<file path="config.mk">
export PLATFORM = sky130hd
export DESIGN_NAME = uart_rx_byte_stream
export DESIGN_NICKNAME = d
export VERILOG_FILES = /design/src/rtl/uart_pkg.sv /design/src/rtl/byte_fifo.sv /design/src/rtl/uart_rx_byte_stream.sv
export SDC_FILE = /design/constraint.sdc
export NUM_CORES = 1
export LEC_CHECK = 0
export ABC_AREA = 1
export CAP_MARGIN = 20
export CORE_UTILIZATION = 55
export DETAILED_ROUTE_END_ITERATION = 8
export PLACE_DENSITY = 0.83
export SYNTH_ARGS = -nofsm -noshare
export SYNTH_HDL_FRONTEND = slang
export SYNTH_SLANG_ARGS = --single-unit
</file>
<file path="constraint.sdc">
create_clock -name clk_clk -period 6.4 [get_ports clk_clk]
set_input_delay 1.6 -clock clk_clk [delete_from_list [all_inputs] [get_ports clk_clk]]
set_output_delay 1.6 -clock clk_clk [all_outputs]
set_load 0.02 [all_outputs]
</file>
<file path="src/rtl/uart_pkg.sv">
// Shared UART definitions: receiver state encoding and baud divisor helper.
// No logic, no latency; imported by the RX path and reusable by the TX side.
package uart_pkg;

  typedef enum logic [2:0] {
    RX_IDLE,
    RX_START,
    RX_DATA,
    RX_STOP,
    RX_BREAK
  } rx_state_e;

  // Clock cycles per bit, rounded to nearest.
  function automatic int calc_bit_cyc(input int clk_hz, input int baud);
    return (clk_hz + baud / 2) / baud;
  endfunction

endpackage

</file>
<file path="src/rtl/byte_fifo.sv">
// Synchronous FWFT FIFO with registered head: a push into an empty FIFO is visible next cycle.
// Push while full is ignored unless a pop happens in the same cycle; pop while empty is ignored.
module byte_fifo #(
  parameter int WIDTH = 8,
  parameter int DEPTH = 16,
  localparam int AW = $clog2(DEPTH)
) (
  input  logic             clk,
  input  logic             rst,
  input  logic             push,
  input  logic [WIDTH-1:0] push_dat,
  input  logic             pop,
  output logic [WIDTH-1:0] head_dat,
  output logic             full,
  output logic             empty,
  output logic [AW:0]      level
);

  logic [WIDTH-1:0] mem_q [DEPTH];
  logic [AW-1:0]    wr_ptr_q, wr_ptr_d;
  logic [AW-1:0]    rd_ptr_q, rd_ptr_d;
  logic [AW:0]      level_q, level_d;
  logic [AW:0]      remain;
  logic [WIDTH-1:0] head_q, head_d;
  logic             push_ok, pop_ok;

  assign full     = (level_q == (AW+1)'(DEPTH));
  assign empty    = (level_q == '0);
  assign level    = level_q;
  assign head_dat = head_q;

  always_comb begin
    pop_ok   = pop && !empty;
    push_ok  = push && (!full || pop_ok);
    wr_ptr_d = wr_ptr_q + AW'(push_ok);
    rd_ptr_d = rd_ptr_q + AW'(pop_ok);
    level_d  = level_q + (AW+1)'(push_ok) - (AW+1)'(pop_ok);
    remain   = level_q - (AW+1)'(pop_ok);
    head_d   = head_q;
    // Entries already stored take priority; only an otherwise-empty FIFO loads the new byte.
    if (remain != '0) begin
      head_d = mem_q[rd_ptr_d];
    end else if (push_ok) begin
      head_d = push_dat;
    end
  end

  always_ff @(posedge clk) begin
    if (rst) begin
      wr_ptr_q <= '0;
      rd_ptr_q <= '0;
      level_q  <= '0;
      head_q   <= '0;
    end else begin
      wr_ptr_q <= wr_ptr_d;
      rd_ptr_q <= rd_ptr_d;
      level_q  <= level_d;
      head_q   <= head_d;
    end
  end

  always_ff @(posedge clk) begin
    if (push_ok) begin
      mem_q[wr_ptr_q] <= push_dat;
    end
  end

endmodule

</file>
<file path="src/rtl/uart_rx_byte_stream.sv">
// 8N1 UART receiver into a FWFT byte FIFO, presented as a valid/ready byte source.
// Byte valid one cycle after the stop-bit sample; when full and not popped, the byte is dropped and overrun pulses.
module uart_rx_byte_stream #(
  parameter int CLK_HZ     = 12000000,
  parameter int BAUD       = 115200,
  parameter int FIFO_DEPTH = 16
) (
  input  logic                          clk_clk,
  input  logic                          reset_reset,
  input  logic                          uart_rxd,
  input  logic                          out_ready,
  output logic                          out_valid,
  output logic [7:0]                    out_data,
  output logic                          frame_err,
  output logic                          overrun,
  output logic [$clog2(FIFO_DEPTH):0]   fifo_level
);
  import uart_pkg::*;

  localparam int BIT_CYC  = calc_bit_cyc(CLK_HZ, BAUD);
  localparam int HALF_CYC = BIT_CYC / 2;
  localparam int CW       = $clog2(BIT_CYC);
  localparam logic [CW-1:0] BIT_LAST  = CW'(BIT_CYC - 1);
  localparam logic [CW-1:0] HALF_LAST = CW'(HALF_CYC - 1);

  rx_state_e   state_q, state_d;
  logic        sync1_q, sync1_d;
  logic        rxs_q, rxs_d;
  logic        rxs_dly_q, rxs_dly_d;
  logic [CW-1:0] cnt_q, cnt_d;
  logic [2:0]  bit_q, bit_d;
  logic [7:0]  shift_q, shift_d;
  logic        frame_err_q, frame_err_d;
  logic        overrun_q, overrun_d;
  logic        push, pop;
  logic        fifo_full, fifo_empty;

  assign out_valid = !fifo_empty;
  assign pop       = out_valid && out_ready;
  assign frame_err = frame_err_q;
  assign overrun   = overrun_q;

  always_comb begin
    sync1_d     = uart_rxd;
    rxs_d       = sync1_q;
    rxs_dly_d   = rxs_q;
    state_d     = state_q;
    cnt_d       = cnt_q;
    bit_d       = bit_q;
    shift_d     = shift_q;
    push        = 1'b0;
    frame_err_d = 1'b0;
    unique case (state_q)
      RX_IDLE: begin
        if (rxs_dly_q && !rxs_q) begin
          state_d = RX_START;
          cnt_d   = '0;
        end
      end
      RX_START: begin
        // Mid-start-bit recheck rejects short glitches silently.
        if (cnt_q == HALF_LAST) begin
          cnt_d   = '0;
          bit_d   = '0;
          state_d = rxs_q ? RX_IDLE : RX_DATA;
        end else begin
          cnt_d = cnt_q + CW'(1);
        end
      end
      RX_DATA: begin
        if (cnt_q == BIT_LAST) begin
          cnt_d          = '0;
          shift_d[bit_q] = rxs_q;
          if (bit_q == 3'd7) begin
            state_d = RX_STOP;
          end else begin
            bit_d = bit_q + 3'd1;
          end
        end else begin
          cnt_d = cnt_q + CW'(1);
        end
      end
      RX_STOP: begin
        if (cnt_q == BIT_LAST) begin
          cnt_d = '0;
          if (rxs_q) begin
            push    = 1'b1;
            state_d = RX_IDLE;
          end else begin
            frame_err_d = 1'b1;
            state_d     = RX_BREAK;
          end
        end else begin
          cnt_d = cnt_q + CW'(1);
        end
      end
      RX_BREAK: begin
        if (rxs_q) begin
          state_d = RX_IDLE;
        end
      end
      default: state_d = RX_IDLE;
    endcase
    overrun_d = push && fifo_full && !pop;
  end

  always_ff @(posedge clk_clk) begin
    if (reset_reset) begin
      sync1_q     <= 1'b1;
      rxs_q       <= 1'b1;
      rxs_dly_q   <= 1'b1;
      state_q     <= RX_IDLE;
      cnt_q       <= '0;
      bit_q       <= '0;
      shift_q     <= '0;
      frame_err_q <= 1'b0;
      overrun_q   <= 1'b0;
    end else begin
      sync1_q     <= sync1_d;
      rxs_q       <= rxs_d;
      rxs_dly_q   <= rxs_dly_d;
      state_q     <= state_d;
      cnt_q       <= cnt_d;
      bit_q       <= bit_d;
      shift_q     <= shift_d;
      frame_err_q <= frame_err_d;
      overrun_q   <= overrun_d;
    end
  end

  byte_fifo #(
    .WIDTH (8),
    .DEPTH (FIFO_DEPTH)
  ) u_fifo (
    .clk      (clk_clk),
    .rst      (reset_reset),
    .push     (push),
    .push_dat (shift_q),
    .pop      (pop),
    .head_dat (out_data),
    .full     (fifo_full),
    .empty    (fifo_empty),
    .level    (fifo_level)
  );

endmodule

</file>
======== Yosys cells after proc, flatten, opt, wreduce, memory -nomap -nowiden ========
Memory sizes are Yosys's and may differ from the RTL's.
Cells that the tools add are included.
word-level totals
  ROM bits ................................ 0
  memories ................................ 1
  logic and storage cells ................. 92
  bits in writable memories ............... 128
  output and inout bits ................... 16
  register bits after elaboration ......... 47
  bits in latches ......................... 0
  bits of input ports ..................... 4
operators by class
  equality and inequality tests ........... 15
  div/mod/pow operators ................... 0
  reduce and logical (&&, ||, !) cells .... 24
  bitwise gates (word level) .............. 2
  $mul .................................... 0
  add/subtract/negate cells ............... 7
  multiplexer cells ....................... 28
  shift-type cells ........................ 0
  magnitude comparators ................... 2
memory list
  name          words  width  rd ports  clocked after memory_dff  wr ports  RTL line         text
  u_fifo.mem_q  16     8      1         0                         1         byte_fifo.sv:19  logic [WIDTH-1:0] mem_q [DEPTH];
operators by type and width
  operator                                                                       number
  3-bit 2-to-1 mux                                                               10
  7-bit 2-to-1 mux                                                               3
  7-bit one-hot mux with 3 select lines                                          1
  8-bit 2-to-1 mux                                                               2
  3-bit one-hot mux with 5 select lines                                          1
  2-bit inequality test (second input constant)                                  7
  5-bit by 1-bit subtractor with 5-bit output                                    2
  4-bit by 1-bit adder with 4-bit output                                         2
  8-bit bitwise mux                                                              1
  7-bit by 1-bit adder with 7-bit output (second input constant)                 1
  7-bit by 6-bit equality test with 1-bit output (second input constant)         1
  7-bit equality test (second input constant)                                    1
  1-bit logical AND                                                              7
  1-bit 2-to-1 mux                                                               7
  3-bit by 2-bit equality test with 1-bit output (second input constant)         2
  3-bit equality test (second input constant)                                    2
  3-bit one-hot mux with 2 select lines                                          1
  6-bit AND reduction                                                            1
  5-bit by 1-bit adder with 5-bit output                                         1
  5-bit equality test (second input constant)                                    1
  5-bit logical NOT                                                              1
  5-bit nonzero test                                                             1
  1-bit logical NOT                                                              4
  3-bit by 4-bit less-than comparator with 1-bit output (second input constant)  1
  other kinds (14)                                                               17

======== Logic depth before layout (Yosys ltp) ========
Gate-level depths: netlist of the first run.
  depth after elaboration ................. 8
  gate-level depth with buffers ........... 17

======== Modules after synthesis ========
Synthesis of the first run repeated with hierarchy kept, for this count alone.
unflattened totals
  cell total of the unflattened synthesis .. 882
  area total of the unflattened synthesis .. 8157.8 um^2
by module, submodules not included
  module               instances  area each (um^2)  cells each
  byte_fifo            1          6765.2            680
  uart_rx_byte_stream  1          1392.6            202

======== Worst setup path after synthesis of the first run ========
OpenSTA, ideal clock, no wires.
  path type ............................... input -> register
  start ................................... input out_ready
  end ..................................... register u_fifo.head_q[5], in the netlist u_fifo.head_dat[5]
  stages on the path ...................... 13
  path buffers ............................ 3
  setup slack ............................. 3.101 ns
  arrival time ............................ 3.190 ns
  required time ........................... 6.291 ns
  cell sequence ........................... nand3_4 buf_6 buf_2 inv_1 ha_1 xnor2_2 inv_1 clkbuf_1 nand3_1 nand3_1 nand3_1 nand2_1 inv_1
on the way
  word-level cells in the longest chain between the ends .. 5
ends and longest elaborated chain
  element                                                         RTL line                   text
  start, declared                                                 uart_rx_byte_stream.sv:11  input logic out_ready,
  1-bit logical AND (*)                                           uart_rx_byte_stream.sv:39  assign pop = out_valid && out_ready;
  1-bit logical AND (*)                                           byte_fifo.sv:33            pop_ok = pop && !empty;
  4-bit by 1-bit adder with 4-bit output (tied with other cells)  byte_fifo.sv:36            rd_ptr_d = rd_ptr_q + AW'(pop_ok);
  memory 16 x 8 bit (tied with other cells)                       --
  8-bit 2-to-1 mux / 2-bit nonzero test (equally long branches)   --
  end signal, assigned                                            byte_fifo.sv:53            head_q <= '0;
  end signal, assigned                                            byte_fifo.sv:58            head_q <= head_d;
  end, declared                                                   byte_fifo.sv:24            logic [WIDTH-1:0] head_q, head_d;
Every way passes the cells marked *; elsewhere a longest branch is shown, timed or not.
A chain may end at the register's enable or synchronous reset.

======== Worst setup path after layout of the first run ========
  start ................................... input out_ready
  end ..................................... register u_fifo.head_q[4], in the netlist u_fifo.head_dat[4]
Same word-level chain as after synthesis.

==> results of run 1 <==
worst max path at each step:
stage / end / cells past startpoint / slack (ps)
5_1_grt: u_fifo.head_dat[4] / 11 / 2140
6_report: u_fifo.head_dat[4] / 11 / 2300
3_3_place_gp: u_fifo.head_dat[3] / 10 / 1580
3_5_place_dp: u_fifo.head_dat[7] / 10 / 1520
4_1_cts: u_fifo.head_dat[7] / 10 / 1980
2_1_floorplan: u_fifo.head_dat[5] / 13 / 3100
per-layer routing:
metal | GRT usage | vias to the layer above | part of all wire
met5 | 0 | - | 0
met4 | 0.1227 | 0 | 0.036
met3 | 0.05220 | 68 | 0.085
met2 | 0.4073 | 317 | 0.48
met1 | 0.3329 | 2828 | 0.40
li1 | - | 2828 | -
registers in the layout, indices dropped and copies added (netlist names):
register	flops
bit_q	3
rxs_d	1
overrun	1
u_fifo.wr_ptr_q	4
u_fifo.level	5
u_fifo.rd_ptr_q	4
frame_err	1
cnt_q	7
rxs_dly_d	1
u_fifo.head_dat	8
shift_q	8
state_q	3
u_fifo.mem_q	128
rxs_dly_q	1
cell families (layout without fill, tap and decap cells):
logic type / Yosys count / count (layout)
flops: 175 / 175
xor+xnor: 7 / 7
buf+inv: 196 / 217
fa+ha+maj: 15 / 15
compound gates: 58 / 58
simple gates: 400 / 400
power by group:
group | internal (mW) | total (mW) | switching [mW]
registers | 1.25 | 1.30 | 0.0529
clock network | 0.636 | 1.06 | 0.424
logic | 0.381 | 1.08 | 0.699
Yosys cell counts (2+ instances only):
| cell | n | share of area |
|---|---|---|
| sky130_fd_sc_hd__nand3_1 | 175 | 0.11 |
| sky130_fd_sc_hd__buf_4 | 2 | 0.0018 |
| sky130_fd_sc_hd__a211oi_1 | 3 | 0.0028 |
| sky130_fd_sc_hd__dfxtp_1 | 47 | 0.12 |
| sky130_fd_sc_hd__nor3_1 | 5 | 0.0031 |
| sky130_fd_sc_hd__nand4_1 | 2 | 0.0015 |
| sky130_fd_sc_hd__nor2_1 | 45 | 0.021 |
| sky130_fd_sc_hd__nand3_4 | 2 | 0.0043 |
| sky130_fd_sc_hd__nand3b_1 | 32 | 0.029 |
| sky130_fd_sc_hd__ha_1 | 14 | 0.021 |
| sky130_fd_sc_hd__inv_1 | 156 | 0.072 |
| sky130_fd_sc_hd__xor2_1 | 2 | 0.0021 |
| sky130_fd_sc_hd__or2_2 | 2 | 0.0015 |
| sky130_fd_sc_hd__edfxtp_1 | 128 | 0.47 |
| sky130_fd_sc_hd__o21ai_2 | 5 | 0.0054 |
| sky130_fd_sc_hd__nand2_1 | 125 | 0.058 |
| sky130_fd_sc_hd__xnor2_1 | 3 | 0.0032 |
| sky130_fd_sc_hd__clkbuf_1 | 6 | 0.0028 |
| sky130_fd_sc_hd__buf_2 | 16 | 0.0098 |
| sky130_fd_sc_hd__o21ai_0 | 19 | 0.012 |
| sky130_fd_sc_hd__nand2_2 | 4 | 0.0031 |
| sky130_fd_sc_hd__nor2_2 | 2 | 0.0015 |
| sky130_fd_sc_hd__buf_1 | 2 | 0.00092 |
| sky130_fd_sc_hd__buf_6 | 9 | 0.012 |
| sky130_fd_sc_hd__a21oi_1 | 26 | 0.016 |
| sky130_fd_sc_hd__inv_2 | 4 | 0.0018 |
final cells by class:
cell class	instances	area [sq um]	area share
sequential	175	4785	0.5303
multi-input combinational	480	2540	0.2815
inverter	161	604.3	0.06698
clock buffer	23	467.9	0.05187
timing repair buffer	24	260.3	0.02884
tap	184	230.2	0.02552
clock inverter	9	135.1	0.01498
stage by stage:
step	total power [mW]	instances	hold WS, ps	setup WS, ps	utilization
after floorplan	2.136	851	389.5	3101	-
after global placement	2.325	1022	394.0	1576	0.5782
after detailed placement	2.354	1022	396.7	1525	0.5782
after CTS	3.406	1054	411.1	1977	0.6199
after global routing	3.605	1056	417.1	2139	0.6231
final	3.440	1056	408.8	2298	0.6231
cell usage in the layout, fill, tap and decap left out, types with 2 or more instances in the layout:
cell type	Yosys	routed
sky130_fd_sc_hd__nand3_1	175	175
sky130_fd_sc_hd__inv_1	156	156
sky130_fd_sc_hd__edfxtp_1	128	128
sky130_fd_sc_hd__nand2_1	125	124
sky130_fd_sc_hd__dfxtp_1	47	47
sky130_fd_sc_hd__nor2_1	45	45
sky130_fd_sc_hd__nand3b_1	32	32
sky130_fd_sc_hd__a21oi_1	26	26
sky130_fd_sc_hd__o21ai_0	19	19
sky130_fd_sc_hd__clkdlybuf4s50_1	0	19
sky130_fd_sc_hd__clkbuf_16	0	17
sky130_fd_sc_hd__ha_1	14	14
sky130_fd_sc_hd__nand2_2	4	5
sky130_fd_sc_hd__nor3_1	5	5
sky130_fd_sc_hd__o21ai_2	5	5
sky130_fd_sc_hd__inv_2	4	4
sky130_fd_sc_hd__clkbuf_1	6	4
sky130_fd_sc_hd__xnor2_1	3	3
sky130_fd_sc_hd__a211oi_1	3	3
sky130_fd_sc_hd__clkinvlp_4	0	3
sky130_fd_sc_hd__bufinv_16	0	3
sky130_fd_sc_hd__buf_4	2	3
sky130_fd_sc_hd__nor2_2	2	2
sky130_fd_sc_hd__nand3_4	2	2
sky130_fd_sc_hd__nand4_1	2	2
sky130_fd_sc_hd__xor2_1	2	2
sky130_fd_sc_hd__or2_2	2	2
sky130_fd_sc_hd__clkbuf_8	0	2
critical path, stage by stage:
cell	delay, ps
sky130_fd_sc_hd__clkdlybuf4s50_1	570
sky130_fd_sc_hd__nand3_4	620
sky130_fd_sc_hd__inv_1	240
sky130_fd_sc_hd__ha_1	210
sky130_fd_sc_hd__xnor2_2	80
sky130_fd_sc_hd__inv_1	450
sky130_fd_sc_hd__nand3_1	250
sky130_fd_sc_hd__nand3_1	210
sky130_fd_sc_hd__nand3_1	90
sky130_fd_sc_hd__nand2_1	60
sky130_fd_sc_hd__inv_1	30
==> summary.txt, run 1 <==
Outcome
  – Result of the run: finished, final reports clean

Clock tree
  – Clock Root Buffer: sky130_fd_sc_hd__clkbuf_16
  – Post-cts repair resize count: 0
  – Level count of the clock H-tree: 4
  – Clock transition at the registers of the reported paths: around 60 ps
  – Sink Count: approximately 180
  – Buffer count from post-CTS setup fixing: 0
  – CTS Buffer Depth: 2
  – CTS tree: built
  – Post-CTS Hold Buffers: 0
  – Worst-Skew Late Latency: 430 ps
  – Total CTS buffers: 17

Global route
  – Tot GR Track Use: 0.2552
  – Maximum number of pins on one net before global-route repair: 68
  – Total overflow reported by the global router: 0
  – Wire length of the first global-routing pass: 28.63 mm
  – Via count of the first global-routing pass: between 5000 and 6000
  – Number of antenna violations at the first check in global routing: 0

Synth
  – Number of different library cells in the post-synthesis netlist: between 40 and 50
  – Area share of xor/xnor cells in the synthesized design: 0.009362
  – Syn avg cell area: 9.580 sq um
  – Mux share of post-synthesis cell area: 0
  – Number of storage elements in the synthesis netlist: 175
  – Seq/Total Area, Yosys: 0.5869
  – Cells after Synth: 851
  – Post-synthesis compound-gate area fraction: 0.04021
  – Main combinational cell family by area after synthesis: simple AND/OR/NAND/NOR gates
  – Yosys warnings: 0
  – Ys async rst share: 0
  – Post-synthesis share of cell area spent on full adders, half adders and majority gates: 0.02394
  – Count of flip-flops with a built-in enable after synthesis: 128
  – Share of synthesized cell area in and, or, nand and nor gates: 0.2377
  – Mapped cell area: 8153 sq um
  – Post-Syn Nets: between 800 and 900
  – Most used DFF post-synth: sky130_fd_sc_hd__edfxtp_1

Die
  – Initial standard-cell utilization of the core: 0.5631
  – Floorplan die height: around 120 um
  – Area enclosed by the die boundary: 15310 sq um
  – Number of placement rows: 44
  – Horiz. Die Dim: 123.8 um
  – I/O pin count: 20
  – Core Region: 14480 sq um

Setup path
  – Critical setup path kind: in -> reg
  – Required time of the worst setup path: between 6000 and 7000 ps
  – Reg2Reg Launch Point: u_fifo.level[3]
  – Register-to-register setup slack: ~3200 ps
  – Worst path arrival time: about 4400 ps
  – Startpoint Class: input port
  – Largest driver fanout on the critical path: between 60 and 70
  – Source of the critical timing path: out_ready
  – R2r worst-path depth: 13
  – Crit end category: register
  – Endpoint of the most critical register-to-register path: u_fifo.head_dat[4]

Routing
  – Final wirelength: 18.50 mm
  – Vias per inst: 5.721
  – Wire per inst: 17.52 um
  – Residual DRC: 0
  – Antenna violation net count after detailed routing: 0
  – Count of vias placed by the detailed router: 6041
  – Number of iterations in the first detailed-routing pass: 6
  – First-iteration detailed-routing DRC count: 988

Timing
  – Setup Viol. Count Final: 0
  – Relative slew margins: 0.4279
  – Final period demand of the worst path: 4102 ps
  – Final Max Slew Viols: 0
  – RSZ-0062 raised after global routing: false
  – Number of endpoints with negative hold slack in the final report: 0
  – Final period utilization: 0.6410
  – Setup total negative slack: 0 ps
  – Worst-Margin Slew: around 860 ps
  – Post-Route Skew: 9.581 ps
  – Peak clock frequency supported by timing: 243.8 MHz

Finish
  – Ratio of cells with drive above 1 in the final layout: 0.06766
  – Filler cell count: about 1100
  – Count of inserted antenna diode cells: 0
  – Post-layout net count: 878
  – Post-route standard cell area excluding fillers: 9022 sq um
  – Area added between synthesis and finish: 10.67%

Power
  – Power density over the cells: 381.3 nW/um^2
  – Maximum resistive drop on vdd: 0.0001851 V
  – Leak pwr: 3.732 nW

Run
  – Reported max-cap violation count: 0

Placement
  – PortBufs: 19
  – Post-placement cell area: 8372 sq um
  – Final HPWL from detailed placement: around 11 mm
  – Gpl congestion: roughly 0.90

Hold path
  – Hold Path Class: reg -> reg
  – Number of stages on the worst hold path: 1
  – Source of the worst hold timing path: rxs_d
  – Destination of the worst hold path: rxs_dly_d
(Power assumes the default switching activity.)
==> inputs of run 2 (changes only) <==
clock period = 3.9 ns   (was 6.4 ns; I/O delays follow)
==> summary.txt, run 2 (synthesis gave the netlist of run 1 again) <==
Routing
  – Wire per inst: 17.73 um (+1.2%)
  – Residual DRC: 0 (unchanged)
  – Final wirelength: 18.94 mm (+2.4%)
  – Vias per inst: 5.673 (-0.83%)
  – Count of vias placed by the detailed router: 6059 (+0.30%)
  – First-iteration detailed-routing DRC count: 794 (-20%)
  – Antenna violation net count after detailed routing: 0 (unchanged)
  – Number of iterations in the first detailed-routing pass: 5 (-1)

Clock tree
  – Level count of the clock H-tree: 4 (unchanged)
  – CTS tree: built
  – Sink Count: 175 (unchanged)
  – Worst-Skew Late Latency: 440 ps (about the same)
  – Clock transition at the registers of the reported paths: 70 ps (about the same)
  – Post-cts repair resize count: 0 (unchanged)
  – Buffer count from post-CTS setup fixing: 0 (unchanged)
  – CTS Buffer Depth: 2 (unchanged)
  – Clock Root Buffer: sky130_fd_sc_hd__clkbuf_16
  – Post-CTS Hold Buffers: 0 (unchanged)
  – Total CTS buffers: 17 (unchanged)

Hold path
  – Hold Path Class: reg -> reg

Finish
  – Count of inserted antenna diode cells: 0 (unchanged)
  – Filler cell count: 1086 (-3.4%)
  – Flip-flop count of the largest register, all copies and words added: 128 (unchanged)
  – Commonest cells after routing, fill and taps aside: sky130_fd_sc_hd__nand3_1, sky130_fd_sc_hd__inv_1, sky130_fd_sc_hd__edfxtp_1, sky130_fd_sc_hd__nand2_1, sky130_fd_sc_hd__dfxtp_1
  – Area added between synthesis and finish: 10.97%
  – Ratio of cells with drive above 1 in the final layout: 0.08032 (+0.01266)
  – Largest register by flop count: u_fifo.mem_q
  – Post-route standard cell area excluding fillers: 9047 sq um (+0.28%)
  – Post-layout net count: 890 (+1.4%)
  – Most common cell after layout, fill and taps aside: sky130_fd_sc_hd__nand3_1

Run
  – Reported max-cap violation count: 0 (unchanged)

Setup path
  – Crit end category: register
  – Required time of the worst setup path: 4290 ps (-2440 ps)
  – Startpoint Class: input port
  – Worst path arrival time: 3730 ps (-700 ps)
  – Critical setup path kind: in -> reg
  – Largest driver fanout on the critical path: 18 (-73%)

Timing
  – Relative slew margins: 0.3565 (-0.07140)
  – Number of endpoints with negative hold slack in the final report: 0 (unchanged)
  – Setup total negative slack: 0 ps (unchanged)
  – Worst-Margin Slew: 960.6 ps (+103.5 ps)
  – Post-Route Skew: 10.73 ps (+1.152 ps)
  – Peak clock frequency supported by timing: about 300 MHz
  – Setup Viol. Count Final: 0 (unchanged)
  – Final period utilization: 0.8566
  – Final hold slack: 412.8 ps (+3.996 ps)
  – RSZ-0062 raised after global routing: false
  – Final Max Slew Viols: 0 (unchanged)
  – Final period demand of the worst path: 3341 ps

Die
  – Horiz. Die Dim: 123.8 um (unchanged)
  – Initial standard-cell utilization of the core: 0.5631 (unchanged)
  – I/O pin count: 20 (unchanged)
  – Area enclosed by the die boundary: 15310 sq um (unchanged)
  – Number of placement rows: 44 (unchanged)
  – Floorplan die height: 123.8 um (unchanged)
  – Core Region: 14480 sq um (unchanged)

Power
  – Maximum resistive drop on vdd: 0.0003728 V (+100%)
  – Leak pwr: 3.765 nW (+0.87%)
  – Power density over the cells: 612.7 nW/um^2 (+61%)

Global route
  – Maximum number of pins on one net before global-route repair: 66 (-2.9%)
  – Total overflow reported by the global router: 0 (unchanged)
  – Global Route met2 Usage: 0.4056 (-0.001736)
  – Via count of the first global-routing pass: 5496 (-1.2%)
  – Tot GR Track Use: 0.2646 (+0.009390)
  – M3 GR Usage: 0.06456 (+0.01236)
  – Wire length of the first global-routing pass: 29.46 mm (+2.9%)
  – GR peak layer: met2
  – Number of antenna violations at the first check in global routing: 0 (unchanged)
  – Met1 global-route usage: 0.3521 (+0.01922)

Outcome
  – Result of the run: finished, final reports clean

Placement
  – Post-placement cell area: 8502 sq um (+1.6%)
  – Gpl congestion: 0.9610 (+7.4%)
  – PortBufs: 19 (unchanged)
  – Final HPWL from detailed placement: 12.22 mm (+9.2%)
-- run 2: cell count changes in the layout (fill, tap and decap cells not counted), moves of 2 or more --
cell | before | now
sky130_fd_sc_hd__buf_4 | 3 | 15
sky130_fd_sc_hd__clkbuf_1 | 4 | 1
sky130_fd_sc_hd__clkinv_1 | 1 | 4
sky130_fd_sc_hd__bufinv_16 | 3 | 1
sky130_fd_sc_hd__clkbuf_8 | 2 | 0
sky130_fd_sc_hd__inv_6 | 1 | 3
-- run 2: area by class of cell --
cell class / instances / area (sq um) / area share
flip-flops and latches: 175 / 4785 / 0.5288
multi-input cells: 480 / 2540 / 0.2807
inverters: 161 / 604.3 / 0.06680
clock buffers: 18 / 429.2 / 0.04743
repair buffers: 36 / 342.8 / 0.03789
well taps: 184 / 230.2 / 0.02545
clock inverters: 14 / 116.4 / 0.01286
-- run 2: path summary, 6_finish.rpt --
kind / from / end / cells past startpoint / slack (ps)
worst min-delay path: rxs_d / rxs_dly_d / 1 / 410
worst max-delay path: out_ready / u_fifo.head_dat[1] / 11 / 560
worst min register to register: rxs_d / rxs_dly_d / 1 / 410
worst max register to register: u_fifo.level[2] / u_fifo.head_dat[1] / 13 / 750
-- run 2: critical path, stage by stage --
cell,delay [ps]
sky130_fd_sc_hd__clkdlybuf4s50_1,510
sky130_fd_sc_hd__nand3_4,140
sky130_fd_sc_hd__inv_1,50
sky130_fd_sc_hd__ha_1,210
sky130_fd_sc_hd__xnor2_2,750
sky130_fd_sc_hd__inv_1,530
sky130_fd_sc_hd__nand3_1,250
sky130_fd_sc_hd__nand3_1,110
sky130_fd_sc_hd__nand3_1,100
sky130_fd_sc_hd__nand2_1,60
sky130_fd_sc_hd__inv_1,50
-- run 2: through the flow --
step	setup slack, ps	total power [mW]	instances	util
6_report	559.2	5.544	1068	0.6249
5_1_grt	363.5	5.822	1068	0.6249
4_1_cts	689.2	5.520	1068	0.6249
3_5_place_dp	260.1	3.956	1036	0.5872
3_3_place_gp	393.7	3.939	1036	0.5872
2_1_floorplan	1226	3.506	851	-
-- run 2: per-layer routing --
metal / wire [um] / share of wire / vias up
li1: - / - / 2855
met1: 7743 / 0.41 / 2856
met2: 8924 / 0.47 / 292
met3: 1565 / 0.083 / 56
met4: 704 / 0.037 / 0
met5: 0 / 0 / -
-- run 2: report_power, final --
part	total [mW]	switching, mW	internal [mW]
Sequential	2.14	0.0922	2.05
Combinational	1.81	1.18	0.625
Clock	1.60	0.721	0.875
Total	5.54	2.00	3.55
